### src/rtl/serial16_tx.sv
// serial16_tx: 16-bit parallel-to-serial transmitter with valid/ready on both sides.
// Optional even-parity trailer beat when SERIAL16_PARITY_EN is defined.
module serial16_tx #(
  parameter bit MSB_FIRST = 1'b0
) (
  input  logic        clk_i,
  input  logic        resetn_i,
  input  logic        in_valid_i,
  output logic        in_ready_o,
  input  logic [15:0] in_data_i,
  output logic        out_valid_o,
  input  logic        out_ready_i,
  output logic        out_bit_o,
  output logic        out_last_o,
  output logic [3:0]  sel_o,
  output logic        busy_o
);

`ifdef SERIAL16_PARITY_EN
  typedef enum logic [1:0] {IDLE = 2'd0, SHIFT = 2'd1, PARITY = 2'd2} state_t;
  localparam bit PARITY_BEAT = 1'b1;

  function automatic logic even_parity(input logic [15:0] word);
    return ^word;
  endfunction
`else
  typedef enum logic [1:0] {IDLE = 2'd0, SHIFT = 2'd1} state_t;
  localparam bit PARITY_BEAT = 1'b0;
`endif

  localparam logic [3:0] SEL_FIRST = MSB_FIRST ? 4'd15 : 4'd0;
  localparam logic [3:0] SEL_TERM  = MSB_FIRST ? 4'd0  : 4'd15;

  state_t      state_q;
  logic [15:0] w_q;
  logic [3:0]  sel_q;
  logic [3:0]  sel_d;
  logic        in_ready_q;
  logic        out_valid_q;
  logic        out_bit_q;
  logic        out_last_q;
  logic        busy_q;

  // Index of the next bit to present after an accepted beat.
  always_comb begin
    sel_d = sel_q;
    if (MSB_FIRST) begin
      sel_d = sel_q - 4'd1;
    end else begin
      sel_d = sel_q + 4'd1;
    end
  end

  // Sequencer: every output is registered and updated together with the state.
  always_ff @(posedge clk_i) begin
    if (!resetn_i) begin
      state_q     <= IDLE;
      w_q         <= 16'h0000;
      sel_q       <= 4'd0;
      in_ready_q  <= 1'b1;
      out_valid_q <= 1'b0;
      out_bit_q   <= 1'b0;
      out_last_q  <= 1'b0;
      busy_q      <= 1'b0;
    end else begin
      case (state_q)
        IDLE: begin
          if (in_valid_i && in_ready_q) begin
            state_q     <= SHIFT;
            w_q         <= in_data_i;
            sel_q       <= SEL_FIRST;
            out_bit_q   <= in_data_i[SEL_FIRST];
            out_last_q  <= 1'b0;
            out_valid_q <= 1'b1;
            in_ready_q  <= 1'b0;
            busy_q      <= 1'b1;
          end
        end
        SHIFT: begin
          if (out_ready_i) begin
            if (sel_q == SEL_TERM) begin
`ifdef SERIAL16_PARITY_EN
              // sel stays at its terminal value while the parity bit is sent
              state_q    <= PARITY;
              out_bit_q  <= even_parity(w_q);
              out_last_q <= 1'b1;
`else
              state_q     <= IDLE;
              out_valid_q <= 1'b0;
              out_last_q  <= 1'b0;
              in_ready_q  <= 1'b1;
              busy_q      <= 1'b0;
`endif
            end else begin
              sel_q      <= sel_d;
              out_bit_q  <= w_q[sel_d];
              out_last_q <= (sel_d == SEL_TERM) && !PARITY_BEAT;
            end
          end
        end
`ifdef SERIAL16_PARITY_EN
        PARITY: begin
          if (out_ready_i) begin
            state_q     <= IDLE;
            out_valid_q <= 1'b0;
            out_last_q  <= 1'b0;
            in_ready_q  <= 1'b1;
            busy_q      <= 1'b0;
          end
        end
`endif
        default: begin
          state_q     <= IDLE;
          out_valid_q <= 1'b0;
          out_last_q  <= 1'b0;
          in_ready_q  <= 1'b1;
          busy_q      <= 1'b0;
        end
      endcase
    end
  end

  assign in_ready_o  = in_ready_q;
  assign out_valid_o = out_valid_q;
  assign out_bit_o   = out_bit_q;
  assign out_last_o  = out_last_q;
  assign sel_o       = sel_q;
  assign busy_o      = busy_q;

endmodule

### config.mk
export PLATFORM = sky130hd
export DESIGN_NAME = serial16_tx
export DESIGN_NICKNAME = d
export VERILOG_FILES = /design/src/rtl/serial16_tx.sv
export SDC_FILE = /design/constraint.sdc
export NUM_CORES = 1
export LEC_CHECK = 0
export CAP_MARGIN = 20
export CORE_AREA = 4 4 45 66
export DETAILED_ROUTE_END_ITERATION = 12
export DIE_AREA = 0 0 49 70
export HOLD_SLACK_MARGIN = 0.1
export PLACE_DENSITY_LB_ADDON = 0.05
export SLEW_MARGIN = 40
export SYNTH_ARGS = -nofsm -noshare
export SYNTH_HDL_FRONTEND = slang
export SYNTH_SLANG_ARGS = --single-unit
export TNS_END_PERCENT = 30
### constraint.sdc
create_clock -name clk_i -period 2.9 [get_ports clk_i]
set_input_delay 0.435 -clock clk_i [delete_from_list [all_inputs] [get_ports clk_i]]
set_output_delay 0.435 -clock clk_i [all_outputs]
set_load 0.005 [all_outputs]
* After elaboration in Yosys (flattened, before gate mapping)
Index checks and enable logic that the tools add are counted. Widths: inputs -> output; s select.
Operators by class: add/subtract/negate cells 1, order comparisons 1, reductions and logical operators 7, equal/unequal tests 7, multiplexer cells 25
Operators with widths (number):
- $mux 1 | 12
- $mux 4 | 3
- $eq 4x4->1 const B | 2
- $ne 2x2->1 const B | 4
- $pmux 1 s2 | 4
- $pmux 4 s2 | 1
- $mux 2 | 3
- $lt 4x5->1 const B | 1
- $add 4x1->4 const B | 1
- $bmux 1 s4 | 1
- $pmux 2 s2 | 1
- $reduce_and 2->1 | 2
- $reduce_and 4->1 | 1
- $reduce_and 3->1 | 1
- $eq 2x1->1 const B | 1
- $logic_not 2->1 | 1
- $reduce_bool 2->1 | 1
- $logic_and 1x1->1 | 1
Storage, ports and cells: word-level logic and storage cells 48, bits of input ports 20, output and inout bits 9, register bits 26

* Logic depth before layout (Yosys ltp)
word-level depth 6, gate-level depth with buffers 7

* Least setup slack after synthesis
OpenSTA, ideal clock, no wires.
path type register to register, start point register sel_q[0] (netlist: sel_o[0]), end point register out_bit_q (netlist: out_bit_o), required time 2.771 ns, path buffers 1, slack 0.977 ns, cell stages (with the launch flop) 8, arrival 1.794 ns, period minus slack after synthesis 1.923 ns, cell sequence dfxtp_1 > buf_6 > inv_1 > ha_1 > mux4_2 > mux2_2 > nand2_1 > a311oi_1
On the way: cells in the longest elaborated chain, start to end 6, elaborated cells on any way between the ends 9, classes of those cells add/sub: 1; eq/ne: 2; mux: 5; reduce/logical: 1
RTL lines:
- from (decl) | line 36 | logic [3:0] sel_q;
- from (signal assigned) | line 95 | sel_q <= sel_d;
- $add 4x1->4 | line 50 | sel_d = sel_q + 4'd1;
- $bmux 1 s4 | line 96 | out_bit_q <= w_q[sel_d];
- $mux 1 (implied by the code) | line 96
- $mux 1 | line 81 | if (sel_q == SEL_TERM) begin
- $mux 1 | line 80 | if (out_ready_i) begin
- $pmux 1 s2 | line 66 | case (state_q)
- to (signal assigned) | line 72 | out_bit_q <= in_data_i[SEL_FIRST];
- to (signal assigned) | line 96
- to (decl) | line 40 | logic out_bit_q;
Parallel ways exist; a longest one is shown, timed or not. The select of a mux whose other input is x is not followed. A chain may end at the register's enable or synchronous reset.

* Worst setup path after layout
Same ends and word-level chain as after synthesis.

==> out/metrics.yaml <==
run_status:
  status: "complete, no violations"
clock_tree:
  post-cts-setup-buffers: 0
  clock_sinks: 24
  cts_tree: "done"
  cts.path.max_buffers: 2
  numCtsBuffers: 3
  clk-insertion-delay-late_ns: 0.30
  htreeDepth: 1
  cts-root-buf: "clkbuf_4"
  ctsHoldBuffers: 0
  clkTransAtPathRegs_ns: 0.12
  ctsResizeCount: 0
global_route:
  grt_max_degree: 24
  antenna_found_initial: 0
  grt_pass1_vias: 969
  grt_util_all_layers_pct: 15.27
  grt.overflow.total: 0
  grt_pass1_wl_um: 4215
yosys:
  yosys.area.top_type: "dfxtp_1"
  ys_ff_latch: 24
  synth_edf_count: 0
  syn-cell-area_um2: 1169
  yosys.area.top_type_share_pct: 41.11
  post-synth-top-count-cell: "nand2_1"
  synth.distinct_cells: 34
  yosysSeqAreaShare_pct: 41.11
  synth_flop_cell: "dfxtp_1"
  ys_warn_count: 0
  netlist_top_cells_area: "dfxtp_1 41%, nand2_1 13%, a21oi_1 9.4%"
  netlist_top_cells_count: "40 x nand2_1, 24 x dfxtp_1, 22 x a21oi_1"
  synthCells: 138
  ys_async_sr_fraction_pct: 0
  synth.avg_cell_area_um2: 8.468
  syn_nets: 160
drt:
  firstDrtPassIters: 3
  avgViaCountPerCell: 5.430
  drt-total-wl_um: 2507
  ant_nets: 0
  vias: 1010
  wire_per_inst_um: 13.48
  drc: 0
  drtIter0Drc: 23
worst_setup_path:
  start_kind: "flop"
  crit_chain: "inv_1 > ha_1 > mux4_2 > mux2_2 > nand2_1 > a311oi_1"
  critPathMaxStageDelay_ns: 0.59
  r2r_slack_ns: 0.73
  crit_buf_inv: 1
  required_ns: 3.07
  slowest_stage: "dfxtp_1"
  endpoint_kind: "flop"
  r2r-start: "sel_o[0]"
  critPathMaxFanout: 11
  crit_family: "multiplexers"
  path_class: "reg2reg"
  r2r_cells: 6
  worstSetupStartpoint: "sel_o[0]"
  crit_arrival_ns: 2.34
  r2r-end: "out_bit_o"
power:
  seqPwrFrac_pct: 59.3
  p_int_uw: 458.5
  switchingPower_uw: 157.8
  power.share.clock_pct: 23.2
  leakage_nw: 0.5632
  power_per_cell_area_nw_per_um2: 419.9
  ir_drop_mv: 0.2766
  p_sw_share_pct: 25.60
  pwr-share-comb_pct: 17.5
die:
  die_w_um: 49
  core_area_um2: 2422
  num_io_pins: 29
  initial_core_util_pct: 48.24
  dieHeight_um: 70
  rows: 22
  dieArea_um2: 3430
finish:
  final_cells: 186
  n_antenna_cell: 0
  nets: 186
  final_util_pct: 60.59
  fillCellCount: 226
  drive_gt1_share_pct: 7.407
  area_growth_pct: 25.59
run:
  cap_violations: 0
timing:
  worstMarginPinSlew_ns: 0.7301
  rsz0062_at_grt: "no"
  finalHoldViolCount: 0
  setup_violations: 0
  fin_tns_setup_ns: 0
  timing.fmax_mhz: 461.5
  slew_headroom_pct: 51.28
  finalClockSkew_ns: 0.001030
  slew_viol_final: 0
  layout_min_cycle_time_ns: 2.167
  period_share_pct: 74.72
worst_hold_path:
  hold_path_depth: 2
  min-delay-start: "w_q[12]"
  min_to: "w_q[12]"
  hold_class: "reg2reg"
placed_design:
  dp_cells: 183
  place_congestion: 0.8478
  io_buffers: 28
  dp_hpwl_um: 1924
==> metal layers <==
| metal | routed length (µm) | up-vias | share of wire [%] | global-route usage, % |
|---|---|---|---|---|
| met1 | 1012 | 465 | 40 | 16.47 |
| met5 | 0 | - | 0 | 0 |
| met3 | 98 | 2 | 3.9 | 3.198 |
| met2 | 1378 | 17 | 55 | 27.62 |
| met4 | 17 | 0 | 0.68 | 6.886 |
| li1 | - | 526 | - | - |
==> metrics by stage <==
step	total power, mW	hold slack (ns)	cell area, µm²	setup slack, ns
floorplan	0.4306	0.4315	1169	0.9774
global placement	0.4794	0.4477	1445	0.7783
detailed placement	0.4824	0.4452	1445	0.7227
CTS	0.6242	0.4628	1468	0.7159
global route	0.6572	0.4865	1468	0.5708
finish	0.6163	0.4644	1468	0.7332
==> power by group through the flow <==
stage / registers [mW] / clock network (mW) / logic, mW
floorplan: 0.364 / 0 / 0.0662
global placement: 0.372 / 0 / 0.107
detailed placement: 0.373 / 0 / 0.109
CTS: 0.366 / 0.149 / 0.109
global route: 0.368 / 0.168 / 0.120
finish: 0.366 / 0.143 / 0.108
==> worst min-delay path, cell delays in order, from the launching register on <==
cell     delay, ns
dfxtp_1       0.33
nand2_1       0.05
a21oi_1       0.05
==> registers in the layout (all words and copies together), names as in the netlist <==
name / flops
w_q: 16
in_ready_o: 1
busy_o: 1
out_bit_o: 1
sel_o: 4
out_last_o: 1
==> worst max-delay path by stage <==
| stage | endpoint | slack [ns] | depth (start not counted) |
|---|---|---|---|
| floorplan | out_bit_o | 0.98 | 7 |
| global placement | out_bit_o | 0.78 | 6 |
| detailed placement | out_bit_o | 0.72 | 6 |
| CTS | out_bit_o | 0.72 | 6 |
| global route | out_bit_o | 0.57 | 6 |
| finish | out_bit_o | 0.73 | 6 |
==> layout by cell type (no fill, tap or decap), drive strengths merged, types with 2 or more instances in the layout <==
cell / netlist / routed
buf: 6 / 2
nand3: 3 / 3
inv: 5 / 5
a21oi: 22 / 22
nor3: 3 / 3
nand2: 40 / 40
dfxtp: 24 / 24
nand4b: 2 / 2
nand4: 3 / 3
clkbuf: 3 / 3
nor2: 3 / 3
mux2: 2 / 2
clkdlybuf4s50: 0 / 28
ha: 2 / 2
mux4: 4 / 4
o21ai: 3 / 3
==> layout make-up <==
cell class                      instances  area, µm²  share of cell area, %
Sequential cell                        24      480.5                  32.74
Clock buffer                            3      22.52                  1.535
Multi-Input combinational cell        100      620.6                  42.28
Inverter                                5      18.77                  1.279
Tap cell                               24      30.03                  2.046
Timing Repair Buffer                   30      295.3                  20.12
==> cell families (layout without fill, tap and decap cells) <==
logic type / after synthesis / in the layout / synth area share [%]
flip-flops: 24 / 24 / 41.11
adder cells (fa/ha/maj): 2 / 2 / 2.141
AND/OR/NAND/NOR: 59 / 59 / 22.70
multiplexers: 6 / 6 / 9.957
buffers and inverters: 14 / 38 / 5.781
XOR/XNOR: 2 / 2 / 2.784
AO/OA/AOI/OAI: 31 / 31 / 15.53
Power figures use the tool's default switching activity.
